**config.mk**
```make
export PLATFORM = sky130hd
export DESIGN_NAME = measure_sched
export DESIGN_NICKNAME = d
export VERILOG_FILES = /design/src/rtl/measure_sched.sv
export SDC_FILE = /design/constraint.sdc
export NUM_CORES = 1
export LEC_CHECK = 0
export BUFFER_PORTS_ARGS = -buffer_cell sky130_fd_sc_hd__buf_2
export CAP_MARGIN = 20
export CORE_MARGIN = 3
export CORE_UTILIZATION = 45
export CTS_BUF_LIST = sky130_fd_sc_hd__clkbuf_8 sky130_fd_sc_hd__clkbuf_16
export DETAILED_ROUTE_END_ITERATION = 16
export PLACE_DENSITY = 0.74
export SYNTH_ARGS = -nofsm -noshare
export SYNTH_HDL_FRONTEND = slang
export SYNTH_SLANG_ARGS = --single-unit
export TNS_END_PERCENT = 10
```
**constraint.sdc**
```tcl
create_clock -name clk_i -period 4.9 [get_ports clk_i]
set_clock_uncertainty 0.15 [all_clocks]
set_input_delay 0.245 -clock clk_i [delete_from_list [all_inputs] [get_ports clk_i]]
set_output_delay 0.245 -clock clk_i [all_outputs]
set_load 0.01 [all_outputs]
```
**src/rtl/measure_sched.sv**
```systemverilog
// Round-robin scheduler sharing one measure frequency counter among N_CH signal inputs.
// Each channel is muxed in, allowed to settle, gated, and its result presented on a valid/ready port.
module measure_sched #(
  parameter int N_CH          = 4,
  parameter int SETTLE_CYCLES = 4,
  parameter int ARM_TIMEOUT   = 1_000_000,
  parameter int MEAS_TIMEOUT  = 200_000_000,
  localparam int SEL_W        = (N_CH > 1) ? $clog2(N_CH) : 1
) (
  input  logic              clk_i,
  input  logic              rst_n_i,
  input  logic              start_i,
  input  logic              continuous_i,
  input  logic [N_CH-1:0]   ch_en_i,
  input  logic [N_CH-1:0]   sig_clk_i,
  output logic              sig_clk_o,
  output logic              gate_en_o,
  output logic              meas_rst_n_o,
  input  logic              gate_sync_i,
  input  logic              meas_wr_en_i,
  input  logic [63:0]       meas_wr_data_i,
  output logic              res_valid_o,
  input  logic              res_ready_i,
  output logic [SEL_W-1:0]  res_ch_o,
  output logic [63:0]       res_data_o,
  output logic              res_timeout_o,
  output logic              busy_o
);

  typedef enum logic [2:0] {
    S_IDLE, S_PICK, S_SETTLE, S_ARM, S_GATE, S_ABORT, S_REPORT
  } state_e;

  localparam logic [31:0] SETTLE_LIM = 32'(SETTLE_CYCLES - 1);
  localparam logic [31:0] ARM_LIM    = 32'(ARM_TIMEOUT - 1);
  localparam logic [31:0] MEAS_LIM   = 32'(MEAS_TIMEOUT - 1);

  state_e            state_q;
  logic [N_CH-1:0]   mask_q;
  logic [SEL_W-1:0]  sel_q;
  logic [SEL_W-1:0]  last_q;
  logic [31:0]       cnt_q;
  logic              gate_en_q;
  logic              meas_rst_n_q;
  logic              res_valid_q;
  logic [SEL_W-1:0]  res_ch_q;
  logic [63:0]       res_data_q;
  logic              res_timeout_q;

  logic [SEL_W-1:0]  pick_d;
  logic [N_CH-1:0]   mask_clr_d;
  logic [31:0]       cnt_inc_d;

  // Round-robin search starting just after the last served channel; walking the
  // offsets downward lets the nearest set bit overwrite any farther candidate.
  always_comb begin
    // NOTE: assign a default before any conditional write so no latch is inferred.
    pick_d = last_q;
    for (int i = N_CH; i >= 1; i--) begin
      if (mask_q[SEL_W'((int'(last_q) + i) % N_CH)]) begin
        pick_d = SEL_W'((int'(last_q) + i) % N_CH);
      end
    end
  end

  assign mask_clr_d = mask_q & ~(N_CH'(1) << sel_q);
  assign cnt_inc_d  = (cnt_q == '1) ? cnt_q : cnt_q + 32'd1;

  always_ff @(posedge clk_i or negedge rst_n_i) begin
    if (!rst_n_i) begin
      state_q       <= S_IDLE;
      mask_q        <= '0;
      sel_q         <= '0;
      last_q        <= SEL_W'(N_CH - 1);
      cnt_q         <= '0;
      gate_en_q     <= 1'b0;
      meas_rst_n_q  <= 1'b1;
      res_valid_q   <= 1'b0;
      res_ch_q      <= '0;
      res_data_q    <= '0;
      res_timeout_q <= 1'b0;
    end else begin
      // NOTE: non-blocking assignments keep every register update in this block
      // based on the pre-edge values, independent of statement order.
      case (state_q)
        S_IDLE: begin
          if (start_i && (ch_en_i != '0)) begin
            mask_q  <= ch_en_i;
            state_q <= S_PICK;
          end
        end
        S_PICK: begin
          sel_q   <= pick_d;
          cnt_q   <= '0;
          state_q <= S_SETTLE;
        end
        S_SETTLE: begin
          if (cnt_q >= SETTLE_LIM) begin
            cnt_q     <= '0;
            gate_en_q <= 1'b1;
            state_q   <= S_ARM;
          end else begin
            cnt_q <= cnt_inc_d;
          end
        end
        S_ARM: begin
          if (gate_sync_i) begin
            gate_en_q <= 1'b0;
            cnt_q     <= '0;
            state_q   <= S_GATE;
          end else if (cnt_q >= ARM_LIM) begin
            gate_en_q    <= 1'b0;
            meas_rst_n_q <= 1'b0;
            cnt_q        <= '0;
            state_q      <= S_ABORT;
          end else begin
            cnt_q <= cnt_inc_d;
          end
        end
        S_GATE: begin
          if (meas_wr_en_i) begin
            res_data_q    <= meas_wr_data_i;
            res_timeout_q <= 1'b0;
            res_ch_q      <= sel_q;
            res_valid_q   <= 1'b1;
            state_q       <= S_REPORT;
          end else if (cnt_q >= MEAS_LIM) begin
            meas_rst_n_q <= 1'b0;
            cnt_q        <= '0;
            state_q      <= S_ABORT;
          end else begin
            cnt_q <= cnt_inc_d;
          end
        end
        S_ABORT: begin
          // Soft reset held for cycles 0-1, cycle 2 lets measure come out of reset quietly.
          cnt_q <= cnt_inc_d;
          if (cnt_q == 32'd1) meas_rst_n_q <= 1'b1;
          if (cnt_q == 32'd2) begin
            res_data_q    <= '0;
            res_timeout_q <= 1'b1;
            res_ch_q      <= sel_q;
            res_valid_q   <= 1'b1;
            state_q       <= S_REPORT;
          end
        end
        S_REPORT: begin
          if (res_ready_i) begin
            res_valid_q <= 1'b0;
            last_q      <= sel_q;
            if (mask_clr_d != '0) begin
              mask_q  <= mask_clr_d;
              state_q <= S_PICK;
            end else if (continuous_i && (ch_en_i != '0)) begin
              mask_q  <= ch_en_i;
              state_q <= S_PICK;
            end else begin
              mask_q  <= '0;
              state_q <= S_IDLE;
            end
          end
        end
        default: state_q <= S_IDLE;
      endcase
    end
  end

  assign sig_clk_o     = sig_clk_i[sel_q];
  assign gate_en_o     = gate_en_q;
  assign meas_rst_n_o  = meas_rst_n_q;
  assign res_valid_o   = res_valid_q;
  assign res_ch_o      = res_ch_q;
  assign res_data_o    = res_data_q;
  assign res_timeout_o = res_timeout_q;
  assign busy_o        = (state_q != S_IDLE);

endmodule

```
==> After elaboration in Yosys (flattened, before gate mapping) <==
Cells that the tools add are included.
{ "totals": {"reg_bits": 113, "latch_bits": 0, "mem_bits_rw": 0, "mem_bits_ro": 0, "input_bits": 79, "out_inout_bits": 72, "wordCells": 130, "mem_count": 0} }
{ "classes": {"addsub": 5, "multipliers": 0, "div_mod_pow": 0, "order_cmp": 8, "eq_ne": 21, "shift": 1, "mux": 62, "bitwise_logic": 2, "reduce_logical": 20} }
{ "ops": {"columns": ["op", "n"], "rows": [
  ["$mux 32", 6],
  ["$pmux 32 s5", 1],
  ["$mux 64", 2],
  ["$pmux 64 s2", 1],
  ["$add 32x1->32 const B", 1],
  ["$eq 32x1->1 const B", 1],
  ["$eq 32x2->1 const B", 1],
  ["$eq 32x32->1 const B", 1],
  ["$ge 32x2->1 const B", 1],
  ["$ge 32x20->1 const B", 1],
  ["$ge 32x28->1 const B", 1],
  ["$mux 3", 8],
  ["$mux 1", 22],
  ["$pmux 3 s7", 1],
  ["$ne 2x2->1 const B", 10],
  ["$lt 2x4->1 const B", 4],
  ["$mux 4", 4],
  ["$mux 2", 6],
  ["$reduce_and 6->1", 2],
  ["$bmux 1 s2", 5],
  ["$eq 3x3->1 const B", 3],
  ["$reduce_and 3->1", 3],
  ["$reduce_bool 3->1", 3],
  ["$pmux 4 s2", 1],
  ["19 further kinds", 30]
]} }

==> Depth between registers and ports, before layout <==
Gate-level depths: netlist (run 1).
{ "logic_depth": {"depth_word": 8, "ltp_mapped": 10, "depth_no_buf": 8} }

==> Least setup slack after synthesis (run 1) <==
No wires, ideal clock.
{ "synth_timing": {"path_type": "register to register", "from": "reg cnt_q[0]", "to": "reg cnt_q[13]", "setup_time_ps": 120, "arrival_time_ps": 2153, "required_ps": 4630, "path_slack_ps": 2477, "stages_incl_launch_ff": 10, "n_path_buf": 1, "synth_period_minus_slack_ps": 2423, "path_cell_list": "dfrtp_1 ha_1 and3_1 and3_1 o21ai_0 a21oi_1 nand3_1 and2_1 buf_6 a31o_2"} }
{ "synth_between": {"elab_chain_len": 5, "word_cells_on_any_way": 12, "classes_between": "add/sub: 1; order compare: 3; eq/ne: 1; mux: 7"} }
{ "synth_lines": {"columns": ["item", "line_no", "rtl"], "rows": [
  ["start, declared", "42", "logic [31:0] cnt_q;"],
  ["start signal, assigned", "103", "cnt_q <= cnt_inc_d;"],
  ["start signal, assigned", "117", "cnt_q <= cnt_inc_d;"],
  ["start signal, assigned", "132", "cnt_q <= cnt_inc_d;"],
  ["$add 32x1->32 or $eq 32x32->1 (tied branches)", "67", "assign cnt_inc_d = (cnt_q == '1) ? cnt_q : cnt_q + 32'd1;"],
  ["$mux 32", "67", null],
  ["$mux 32 (on tied branches)", "127, 111", null],
  ["$mux 32 (on tied branches)", "121, 107", null],
  ["$pmux 32 s5 *", "85", "case (state_q)"]
]} }
Every way passes the cells marked *; elsewhere a longest branch is shown, timed or not. The select of a mux whose other input is x is not followed.
A chain may end at the register's enable or synchronous reset.

==> Final worst setup path (run 1) <==
{ "layout_timing": {"from": "reg cnt_q[0]", "to": "reg cnt_q[28]"} }
Same word-level chain as after synthesis.

==> flow_metrics.py, run 1 <==
metrics = {
    "worst_setup_path": {
        "crit_required_ps": 5010,
        "start_kind": "register",
        "cp.arrival_ps": 3280,
        "endpoint_kind": "register",
        "criticalPathCategory": "reg2reg",
        "ff2ff_path_depth": 8,
        "path_max_fanout": 17,
        "reg2reg_from": "cnt_q[0]$_DFFE_PN0P_",
        "reg2reg_slack_ps": 1730,
        "r2r-end": "cnt_q[28]$_DFFE_PN0P_",
    },
    "route": {
        "drtIter0Drc": 499,
        "first_pass_iters": 5,
        "via_per_inst": 6.006,
        "wirelength_mm": 16.90,
        "antenna_left": 0,
        "drc_errors": 0,
        "post_drt_wl_per_cell_um": 19.20,
        "num_vias": 5285,
    },
    "yosys": {
        "synth_nets": 597,
        "syn_inst": 515,
        "synth_seq_cells": 113,
        "synth_edf_count": 0,
        "ys_types": 59,
        "ys_seq_area_share_pct": 52.55,
        "synth_area_um2": 5388,
        "syn-mean-instance-area_um2": 10.46,
        "synthArstFlopShare_pct": 100.0,
        "ys_warn_count": 0,
        "synth_ff_type": "dfrtp_1",
    },
    "pwr": {
        "pwr-share-seq_pct": 35.9,
        "clkPwrFrac_pct": 26.8,
        "power.switching_w": 0.001685,
        "power_switching_share_pct": 38.62,
        "p_comb_share_pct": 37.3,
        "intPower_w": 0.002678,
        "p_per_area_nw_per_um2": 584.7,
        "ir_worst_vdd_mv": 0.3311,
        "power.total_w": 0.004362,
        "leakage_nw": 3.458,
    },
    "hold_path": {
        "min_from": "res_ready_i",
        "hold_class": "in2reg",
        "min_path_cells": 4,
        "whs_endpoint": "state_q[1]$_DFFE_PN0P_",
    },
    "sta": {
        "tns_ps": 0,
        "period_needed_ps": 3170,
        "fmax_ghz": 0.3155,
        "relSlewSlack_pct": 35.31,
        "worst_hold_slack_ps": 53.93,
        "drv_slew": 0,
        "final.period_utilization_pct": 64.69,
        "rsz0062_at_grt": "no",
        "tightest_slew_ps": 970.3,
        "hold_violations": 0,
        "finalSetupViolations": 0,
    },
    "floorplan": {
        "core_um2": 11560,
        "die_x_um": 115.4,
        "dieArea_um2": 13320,
        "rows": 39,
        "die_h_um": 115.4,
        "initial_core_util_pct": 46.59,
        "num_io_pins": 151,
    },
    "cells_and_area": {
        "area_delta_synth_final_pct": 38.48,
        "fillers": 867,
        "layout-drive-gt1-share_pct": 28.77,
        "fin_nets": 806,
        "final_common_cell": "buf_2",
        "n_antenna_cell": 0,
        "final_cell_mix": "buf_2, dfrtp_1, dlygate4sd3_1",
    },
    "global_route": {
        "antenna_found_initial": 0,
        "grt_pass1_vias": 5310,
        "grt_pass1_wl_mm": 26.70,
        "gr-total-overflow": 0,
        "grt_max_degree": 79,
        "grt_use_total_pct": 25.42,
    },
    "cts": {
        "numCtsBuffers": 17,
        "clock_sinks": 113,
        "cts_max_path_buffers": 2,
        "cts_tree": "yes",
        "clock-root-buffer": "clkbuf_16",
        "clk_pin_slew_ps": 60,
        "clock_latency_ps": 410,
        "h-tree-depth": 4,
    },
    "status": {
        "outcome": "completed",
    },
    "run": {
        "cap_violations": 0,
    },
    "placed_design": {
        "place_hpwl_mm": 10.04,
        "port_buffers": 150,
        "gp_congestion": 0.9149,
    },
}
==> stage by stage <==
stage	util (%)	setup WS, ps	cells	area [um2]
finish	64.51	1730	880	7461
global route	64.51	1529	880	7461
detailed placement	53.63	1829	778	6202
global placement	53.63	1980	778	6202
CTS	64.45	1835	879	7453
floorplan	-	2477	515	5388
==> state kept, by name, summed over array words and instances (netlist names) <==
name / flops
res_timeout_o: 1
last_q: 2
mask_q: 4
res_valid_o: 1
cnt_q: 32
res_data_o: 64
state_q: 3
meas_rst_n_o: 1
gate_en_o: 1
res_ch_o: 2
sel_q: 2
==> power by group through the flow <==
| stage | Clock, W | Combinational [W] | Sequential, W |
|---|---|---|---|
| 6_report | 0.00117 | 0.00163 | 0.00156 |
| 5_1_grt | 0.00123 | 0.00176 | 0.00161 |
| 4_1_cts | 0.00118 | 0.00157 | 0.00154 |
| 3_5_place_dp | 0 | 0.00151 | 0.00154 |
| 3_3_place_gp | 0 | 0.00149 | 0.00153 |
| 2_1_floorplan | 0 | 0.000907 | 0.00159 |
==> worst max-delay path by stage <==
stage / startpoint / endpoint / slack, ps / cells past startpoint
finish: cnt_q[0]$_DFFE_PN0P_ / cnt_q[28]$_DFFE_PN0P_ / 1730 / 8
global route: cnt_q[0]$_DFFE_PN0P_ / cnt_q[24]$_DFFE_PN0P_ / 1530 / 8
CTS: cnt_q[0]$_DFFE_PN0P_ / cnt_q[28]$_DFFE_PN0P_ / 1830 / 8
detailed placement: cnt_q[0]$_DFFE_PN0P_ / cnt_q[28]$_DFFE_PN0P_ / 1830 / 8
global placement: cnt_q[29]$_DFFE_PN0P_ / cnt_q[20]$_DFFE_PN0P_ / 1980 / 7
floorplan: cnt_q[0]$_DFFE_PN0P_ / cnt_q[13]$_DFFE_PN0P_ / 2480 / 9
==> cells by family (layout without fill, tap and decap cells) <==
family	count (synthesis)	after routing	synth area share, %
simple gates	190	190	19.00
flops	113	113	52.55
compound gates	153	153	21.78
buf+inv	45	267	3.576
fa+ha+maj	3	3	0.6968
mux	11	11	2.392
==> worst max-delay path, stage by stage, from the launching register on <==
cell and delay [ps]:
dfrtp_1 410, ha_1 290, and3_1 240, and3_1 210, o21ai_0 110, a21oi_1 440
nand3_1 350, nand2_1 610, o21ai_0 210
==> final cells by class <==
| class | count | area [um2] | share of cell area, % |
|---|---|---|---|
| timing repair buffer | 223 | 1474 | 19.76 |
| inverter | 12 | 45.04 | 0.6037 |
| multi-input combinational | 357 | 2371 | 31.78 |
| clock buffer | 17 | 425.4 | 5.702 |
| tap | 143 | 178.9 | 2.398 |
| clock inverter | 15 | 135.1 | 1.811 |
| sequential | 113 | 2831 | 37.95 |
==> routing by layer <==
layer  wire [um]  track usage, %
met1        6752           31.08
met2        8792           43.60
met3         914           5.640
met4         439           10.49
met5           0               0
==> synth_stat cells, types with 2 or more instances <==
| master | number | area, um2 |
|---|---|---|
| nand2_1 | 55 | 206.5 |
| o21ai_0 | 24 | 120.1 |
| nor4_1 | 11 | 68.82 |
| a21oi_1 | 9 | 45.04 |
| mux2_2 | 5 | 56.30 |
| nor4_2 | 2 | 25.02 |
| buf_2 | 12 | 60.06 |
| clkbuf_1 | 12 | 45.04 |
| a22o_1 | 68 | 595.6 |
| nand2b_1 | 7 | 43.79 |
| nand4_1 | 22 | 137.6 |
| nor2b_1 | 7 | 43.79 |
| mux2i_1 | 5 | 50.05 |
| ha_1 | 3 | 37.54 |
| a211oi_1 | 2 | 15.01 |
| o211a_1 | 2 | 20.02 |
| nand3_1 | 22 | 110.1 |
| o32ai_1 | 4 | 35.03 |
| and3_1 | 8 | 50.05 |
| and4_1 | 4 | 35.03 |
| buf_1 | 7 | 26.28 |
| nor2_1 | 17 | 63.81 |
| dfstp_2 | 3 | 78.83 |
| o22ai_1 | 10 | 62.56 |
| or3_1 | 8 | 50.05 |
| a31oi_1 | 4 | 25.02 |
| inv_1 | 11 | 41.29 |
| or4_1 | 2 | 15.01 |
| o2bb2ai_1 | 2 | 17.52 |
| dfrtp_1 | 110 | 2753 |
| nor4b_1 | 2 | 17.52 |
| nand4b_1 | 2 | 17.52 |
| nor3_2 | 2 | 20.02 |
| or2_2 | 2 | 12.51 |
| a31o_2 | 7 | 61.31 |
| o31ai_1 | 3 | 22.52 |
| nor3_1 | 6 | 30.03 |
| nor3b_1 | 5 | 37.54 |
| and2_1 | 5 | 31.28 |
| o211ai_1 | 2 | 15.01 |
| a21boi_0 | 3 | 22.52 |
==> timing repair <==
item / 4_1_cts / 5_1_grt
hold endpoints to repair: 142 / 0
hold buffers: 69 / 0
setup buffers: 0 / 0
resized for setup: 0 / 0
No activity file was read; power rests on OpenSTA's default activity.
==> run 2, diff against run 1 <==
--- a/config.mk
+++ b/config.mk
@@ -5,13 +5,14 @@
 export SDC_FILE = /design/constraint.sdc
 export NUM_CORES = 1
 export LEC_CHECK = 0
+export ABC_AREA = 1
 export BUFFER_PORTS_ARGS = -buffer_cell sky130_fd_sc_hd__buf_2
 export CAP_MARGIN = 20
 export CORE_MARGIN = 3
 export CORE_UTILIZATION = 45
 export CTS_BUF_LIST = sky130_fd_sc_hd__clkbuf_8 sky130_fd_sc_hd__clkbuf_16
 export DETAILED_ROUTE_END_ITERATION = 16
-export PLACE_DENSITY = 0.74
+export PLACE_DENSITY = 0.76
 export SYNTH_ARGS = -nofsm -noshare
 export SYNTH_HDL_FRONTEND = slang
 export SYNTH_SLANG_ARGS = --single-unit
==> constraint.sdc (replaced) <==
create_clock -name clk_i -period 2.85 [get_ports clk_i]
set_clock_uncertainty 0.15 [all_clocks]
set_input_delay 0.1425 -clock clk_i [delete_from_list [all_inputs] [get_ports clk_i]]
set_output_delay 0.1425 -clock clk_i [all_outputs]
set_load 0.01 [all_outputs]
==> run 2 against run 1 <==
Net effect:
- combinational power is 63% higher
- die area is 14% higher
- sequential share of layout area is 4.4 points lower
- largest cell class is now multi-input combinational cells
- core utilization is 1.2 points lower
- flip-flop and latch count stayed put
- non-clock buffer count is 5 higher
- final cell count is 48% higher
- maximum frequency is 23% higher
- global-route usage is 0.43 points higher
- clock power is 98% higher
- largest power group unchanged
- synthesized cell count is 74% higher
- first-iteration DRC count is 34% higher
==> flow_metrics.py, run 2 <==
metrics = {
    "status": {
        "outcome": "completed",
    },
    "pwr": {
        "p_per_area_nw_per_um2": 878.8,
        "power.switching_w": 0.002932,
        "ir_worst_vdd_mv": 0.6350,
        "leakage_nw": 4.751,
        "p_comb_share_pct": 35.9,
        "pwr-share-seq_pct": 32.9,
        "intPower_w": 0.004490,
        "clkPwrFrac_pct": 31.2,
        "power_switching_share_pct": 39.51,
    },
    "cells_and_area": {
        "final_common_cell": "nand2_1",
        "fin_nets": 1197,
        "area_delta_synth_final_pct": 36.52,
        "final_cells": 1306,
        "final_cell_mix": "nand2_1, buf_2, dfrtp_1",
        "largest_reg_flops": 64,
        "layout-drive-gt1-share_pct": 18.35,
    },
    "floorplan": {
        "initial_core_util_pct": 46.35,
        "num_io_pins": 151,
        "core_um2": 13350,
        "die_x_um": 123.3,
        "die_h_um": 123.3,
        "rows": 42,
        "dieArea_um2": 15190,
    },
    "yosys": {
        "synth_edf_count": 0,
        "synth.top_cell.area_share_pct": 44.49,
        "syn-mean-instance-area_um2": 6.905,
        "syn_inst": 896,
        "ys_warn_count": 0,
        "synth_seq_cells": 113,
        "ys_types": 31,
        "synthTopCellsByArea": "dfrtp_1, nand2_1, nor2_1",
        "synth_area_leader_cell": "dfrtp_1",
        "synthArstFlopShare_pct": 100.0,
        "ys_seq_area_share_pct": 45.76,
        "synth_commonest_cells": "nand2_1, dfrtp_1, nor2_1, inv_1, nand3_1",
        "synth_area_um2": 6187,
        "yosysMostFrequentCell": "nand2_1",
        "synth_ff_type": "dfrtp_1",
        "synth_nets": 978,
    },
    "placed_design": {
        "place_hpwl_mm": 11.71,
        "gp_congestion": 0.9396,
        "port_buffers": 150,
        "post-place-ws_ps": 351.5,
        "place_inst": 1200,
    },
    "global_route": {
        "gr-total-overflow": 0,
        "grt_pass1_vias": 6309,
        "grt_use_total_pct": 25.85,
        "antenna_found_initial": 1,
        "grt_busiest_layer": "met2",
        "grt_pass1_wl_mm": 30.79,
        "grt_max_degree": 70,
        "grtUsageMet1_pct": 32.71,
        "grtUsageMet3_pct": 7.136,
        "use_met2_pct": 40.91,
    },
    "run": {
        "cap_violations": 0,
    },
    "route": {
        "first_pass_iters": 6,
        "drtIter0Drc": 670,
        "num_vias": 6712,
        "via_per_inst": 5.139,
        "antenna_left": 0,
        "post_drt_wl_per_cell_um": 15.11,
        "wirelength_mm": 19.74,
        "drc_errors": 0,
    },
    "worst_setup_path": {
        "path_max_fanout": 18,
        "crit_required_ps": 3060,
        "cp.arrival_ps": 2780,
        "criticalPathCategory": "reg2reg",
        "start_kind": "register",
        "endpoint_kind": "register",
    },
    "cts": {
        "clock-root-buffer": "clkbuf_16",
        "numCtsBuffers": 17,
        "clock_sinks": 113,
        "post_cts_resize_count": 0,
        "cts_tree": "yes",
        "clk_pin_slew_ps": 50,
        "clock_latency_ps": 420,
        "post-cts-setup-buffers": 0,
        "h-tree-depth": 4,
        "cts_max_path_buffers": 2,
    },
    "sta": {
        "fmax_ghz": 0.3889,
        "tns_ps": 0,
        "period_needed_ps": 2572,
        "relSlewSlack_pct": 45.99,
        "final.period_utilization_pct": 90.23,
        "setup_slack_ps": 278.4,
        "rsz0062_at_grt": "no",
        "drv_slew": 0,
        "finalSetupViolations": 0,
        "tightest_slew_ps": 810.2,
        "hold_violations": 0,
    },
    "hold_path": {
        "hold_class": "in2reg",
    },
}
-- run 2: cell types whose count changed after synthesis, moves of 11 or more --
cell	delta
nand2_1	+386
nor2_1	+80
a22o_1	-68
inv_1	+51
nand3_1	+36
nand4_1	-12
nor4_1	-11
xor2_1	+11
-- run 2: stage by stage --
stage	util [%]	instance area (um2)	total power (W)	hold WS (ps)
6_report	63.28	8447	0.007423	41.63
5_1_grt	63.26	8444	0.007849	84.06
4_1_cts	63.25	8442	0.007324	37.50
3_5_place_dp	53.05	7081	0.004884	125.2
3_3_place_gp	53.05	7081	0.004838	124.8
2_1_floorplan	-	6187	0.004036	-303.1
-- run 2: layout make-up --
type / count / area (um2)
diodes: 2 / 5.005
clock buffers: 18 / 439.2
clock inverters: 14 / 201.4
fillers: 1089 / 4901
inverters: 64 / 240.2
multi-input cells: 691 / 2965
flip-flops and latches: 113 / 2831
well taps: 176 / 220.2
repair buffers: 228 / 1544
-- run 2: cells by family (layout without fill, tap and decap cells) --
logic type | Yosys count | count (layout) | share of synthesized area [%]
simple gates | 630 | 630 | 41.07
compound gates | 39 | 39 | 3.559
flops | 113 | 113 | 45.76
xor+xnor | 19 | 19 | 2.690
buf+inv | 92 | 324 | 6.309
fa+ha+maj | 3 | 3 | 0.6067
other cells | 0 | 2 | 0
-- run 2: path summary, 6_finish.rpt --
path | from | endpoint | slack (ps) | cells past startpoint
hold reg to reg | meas_rst_n_o$_DFFE_PN1P_ | meas_rst_n_o$_DFFE_PN1P_ | 310 | 2
max in group asynchronous | rst_n_i | res_data_o[36]$_DFFE_PN0P_ | 1600 | 3
setup reg to reg | cnt_q[0]$_DFFE_PN0P_ | cnt_q[8]$_DFFE_PN0P_ | 280 | 10
min in group asynchronous | rst_n_i | res_data_o[52]$_DFFE_PN0P_ | 170 | 2
hold / removal | continuous_i | mask_q[2]$_DFFE_PN0P_ | 40 | 5
setup / recovery | cnt_q[0]$_DFFE_PN0P_ | cnt_q[8]$_DFFE_PN0P_ | 280 | 10
-- run 2: timing repair --
action / CTS / global route
hold buffers: 72 / 0
setup endpoints to repair: 0 / 0
hold endpoints to repair: 130 / 0
-- run 2: power by group through the flow --
stage	clock network (W)	logic [W]	registers (W)
6_report	0.00232	0.00266	0.00244
5_1_grt	0.00241	0.00294	0.00249
3_3_place_gp	0	0.00243	0.00241
3_5_place_dp	0	0.00248	0.00241
4_1_cts	0.00233	0.00259	0.00241
2_1_floorplan	0	0.00147	0.00257
-- run 2: worst max-delay path, cell delays in order, from the launching register on --
cell and delay, ps:
dfrtp_1 450, ha_1 280, nand2_2 100, nor2_4 190, nand2_1 120, nor2_1 180
nand2_1 420, buf_4 350, o21ai_0 90, nand3_1 100, nand2_1 80
-- run 2: layer usage --
layer / share of wire (%) / up-vias
met5: 0 / -
met4: 4.7 / 0
met1: 40 / 3092
li1: - / 3219
met3: 6.4 / 87
met2: 48 / 314
==> run 3, diff against run 2 <==
--- a/config.mk
+++ b/config.mk
@@ -5,14 +5,14 @@
 export SDC_FILE = /design/constraint.sdc
 export NUM_CORES = 1
 export LEC_CHECK = 0
-export ABC_AREA = 1
 export BUFFER_PORTS_ARGS = -buffer_cell sky130_fd_sc_hd__buf_2
 export CAP_MARGIN = 20
+export CORE_ASPECT_RATIO = 0.8
 export CORE_MARGIN = 3
 export CORE_UTILIZATION = 45
 export CTS_BUF_LIST = sky130_fd_sc_hd__clkbuf_8 sky130_fd_sc_hd__clkbuf_16
 export DETAILED_ROUTE_END_ITERATION = 16
-export PLACE_DENSITY = 0.76
+export PLACE_DENSITY = 0.77
 export SYNTH_ARGS = -nofsm -noshare
 export SYNTH_HDL_FRONTEND = slang
 export SYNTH_SLANG_ARGS = --single-unit
==> run 3 against run 2 <==
Net effect:
- cell area fell by 8.8%
- wire length decreased by 8.6%
- first-iteration DRC count up 2.8%
- sequential share of layout area rose by 3.2 points
- die area down 12%
- non-clock buffer count is 17 higher
- critical path depth decreased by 3
- final cell count decreased by 30%
- total power rose by 5.9%
- core utilization increased by 3.1 points
- register-to-register slack worse by 160 ps
- flip-flop and latch count is the same
- largest cell class is now registers
- largest power group unchanged
==> flow_metrics.py, run 3 (synthesized netlist as in run 1, its figures left out) <==
metrics = {
    "sta": {
        "worst_hold_slack_ps": 39.45,
        "finalSetupViolations": 0,
        "tightest_slew_ps": 710.5,
        "relSlewSlack_pct": 52.27,
        "fmax_ghz": 0.3664,
        "final.period_utilization_pct": 95.78,
        "period_needed_ps": 2730,
        "hold_violations": 0,
        "drv_slew": 0,
        "setup_slack_ps": 120.4,
        "rsz0062_at_grt": "yes",
    },
    "cells_and_area": {
        "final_common_cell": "buf_2",
        "fillers": 812,
        "layout-drive-gt1-share_pct": 31.23,
        "final-seq-area_um2": 2831,
        "final_core_util_pct": 66.37,
        "fin_nets": 828,
        "final_cell_mix": "buf_2, dfrtp_1, dlygate4sd3_1",
        "area_delta_synth_final_pct": 42.96,
        "largest_reg_flops": 64,
        "multi_input_area_um2": 2389,
    },
    "global_route": {
        "grt_pass1_vias": 5565,
        "grt_max_degree": 69,
        "antenna_found_initial": 1,
        "grt_pass1_wl_mm": 28.54,
        "grt_use_total_pct": 26.86,
        "gr-total-overflow": 0,
    },
    "floorplan": {
        "num_io_pins": 151,
        "dieArea_um2": 13330,
        "die_x_um": 128.3,
        "die_h_um": 103.9,
        "initial_core_util_pct": 46.43,
        "rows": 35,
        "core_um2": 11600,
    },
    "worst_setup_path": {
        "crit_required_ps": 3030,
        "crit_buf_inv": 0,
        "start_kind": "register",
        "cp_cell_sequence": "and4_1 -> nand4_1 -> o41ai_2 -> or2_2 -> nor4b_2 -> a21boi_0 -> o2bb2ai_1",
        "criticalPathCategory": "reg2reg",
        "cp.arrival_ps": 2910,
        "endpoint_kind": "register",
        "path_max_fanout": 10,
        "cp.depth": 7,
        "cpLargestDelayFamily": "simple AND/OR/NAND/NOR gates",
        "ff2ff_path_depth": 7,
        "cp_slowest_cell": "o41ai_2",
        "critPathMaxStageDelay_ps": 580,
    },
    "pwr": {
        "ir_worst_vdd_mv": 0.5316,
        "leakage_nw": 3.609,
        "power.total_w": 0.007862,
        "p_per_area_nw_per_um2": 1021,
    },
    "route": {
        "antenna_left": 0,
        "via_per_inst": 6.088,
        "drc_errors": 0,
        "post_drt_wl_per_cell_um": 19.87,
        "num_vias": 5528,
        "drtIter0Drc": 689,
        "wirelength_mm": 18.04,
        "first_pass_iters": 6,
    },
    "cts": {
        "clock_sinks": 113,
        "cts_tree": "yes",
        "h-tree-depth": 4,
        "clock_latency_ps": 410,
        "clk_pin_slew_ps": 60,
        "cts_max_path_buffers": 2,
        "clock-root-buffer": "clkbuf_16",
        "post-cts-setup-buffers": 0,
        "numCtsBuffers": 17,
    },
    "hold_path": {
        "min_path_cells": 3,
        "hold_class": "in2reg",
    },
    "placed_design": {
        "gp_congestion": 0.9311,
        "place_hpwl_mm": 10.78,
        "port_buffers": 150,
        "post-place-ws_ps": 105.9,
    },
    "run": {
        "cap_violations": 0,
    },
    "status": {
        "outcome": "completed",
    },
}
-- run 3: cell types whose count changed in the layout (fill, tap and decap cells not counted), sizes merged, moves of 11 or more --
cell	change
xor2	-11
inv	-50
a22o	+68
nor2	-89
nand2	-389
nand3	-37
buf	+19
nand4	+12
nor4	+13
-- run 3: tightest hold or removal path, delay by kind of cell --
kind	cells	cell delay, ps
buf+inv	1	160
mux	1	140
compound gates	1	110
-- run 3: final timing paths --
check                                         from                         end  slack (ps)
setup / recovery             cnt_q[18]$_DFFE_PN0P_       cnt_q[31]$_DFFE_PN0P_         120
max in group asynchronous                  rst_n_i    meas_rst_n_o$_DFFE_PN1P_        1790
setup reg to reg             cnt_q[18]$_DFFE_PN0P_       cnt_q[31]$_DFFE_PN0P_         120
min in group asynchronous                  rst_n_i  res_data_o[38]$_DFFE_PN0P_          80
hold reg to reg            res_valid_o$_DFFE_PN0P_     res_valid_o$_DFFE_PN0P_         330
hold / removal                         gate_sync_i    meas_rst_n_o$_DFFE_PN1P_          40
-- run 3: metal layers --
metal | global-route usage, % | up-vias | wire length [um]
met5 | 0 | - | 0
met4 | 8.333 | 0 | 490
met3 | 7.854 | 52 | 1666
met2 | 45.80 | 361 | 9225
met1 | 32.70 | 2679 | 6660
li1 | - | 2436 | -
-- run 3: layout make-up --
| cell class | instances | area share, % |
|---|---|---|
| Sequential cell | 113 | 36.76 |
| Multi-Input combinational cell | 357 | 31.01 |
| Timing Repair Buffer | 245 | 21.80 |
| Clock buffer | 18 | 5.702 |
| Tap cell | 148 | 2.404 |
| Clock inverter | 14 | 1.706 |
| Inverter | 12 | 0.5848 |
| Antenna cell | 1 | 0.03249 |
-- run 3: per-stage QoR --
stage	TNS, ps	std cells	instance area, um2
2_1_floorplan	0	515	5388
3_3_place_gp	0	805	6411
3_5_place_dp	0	805	6411
4_1_cts	0	907	7682
5_1_grt	-0.02420	908	7702
6_report	0	908	7702
-- run 3: repair_timing --
| item | 4_1_cts | 5_1_grt |
|---|---|---|
| resized for setup | 0 | 5 |
| hold buffers | 70 | 0 |
| endpoints found under the hold margin | 182 | 0 |
| setup endpoints to repair | 0 | 11 |
-- run 3: where the power goes --
part	leakage, nW	total, W	switching [W]	internal (W)
Sequential	1.47	0.00267	0.000486	0.00218
Clock	0.282	0.00205	0.000815	0.00123
Combinational	1.86	0.00314	0.00171	0.00143
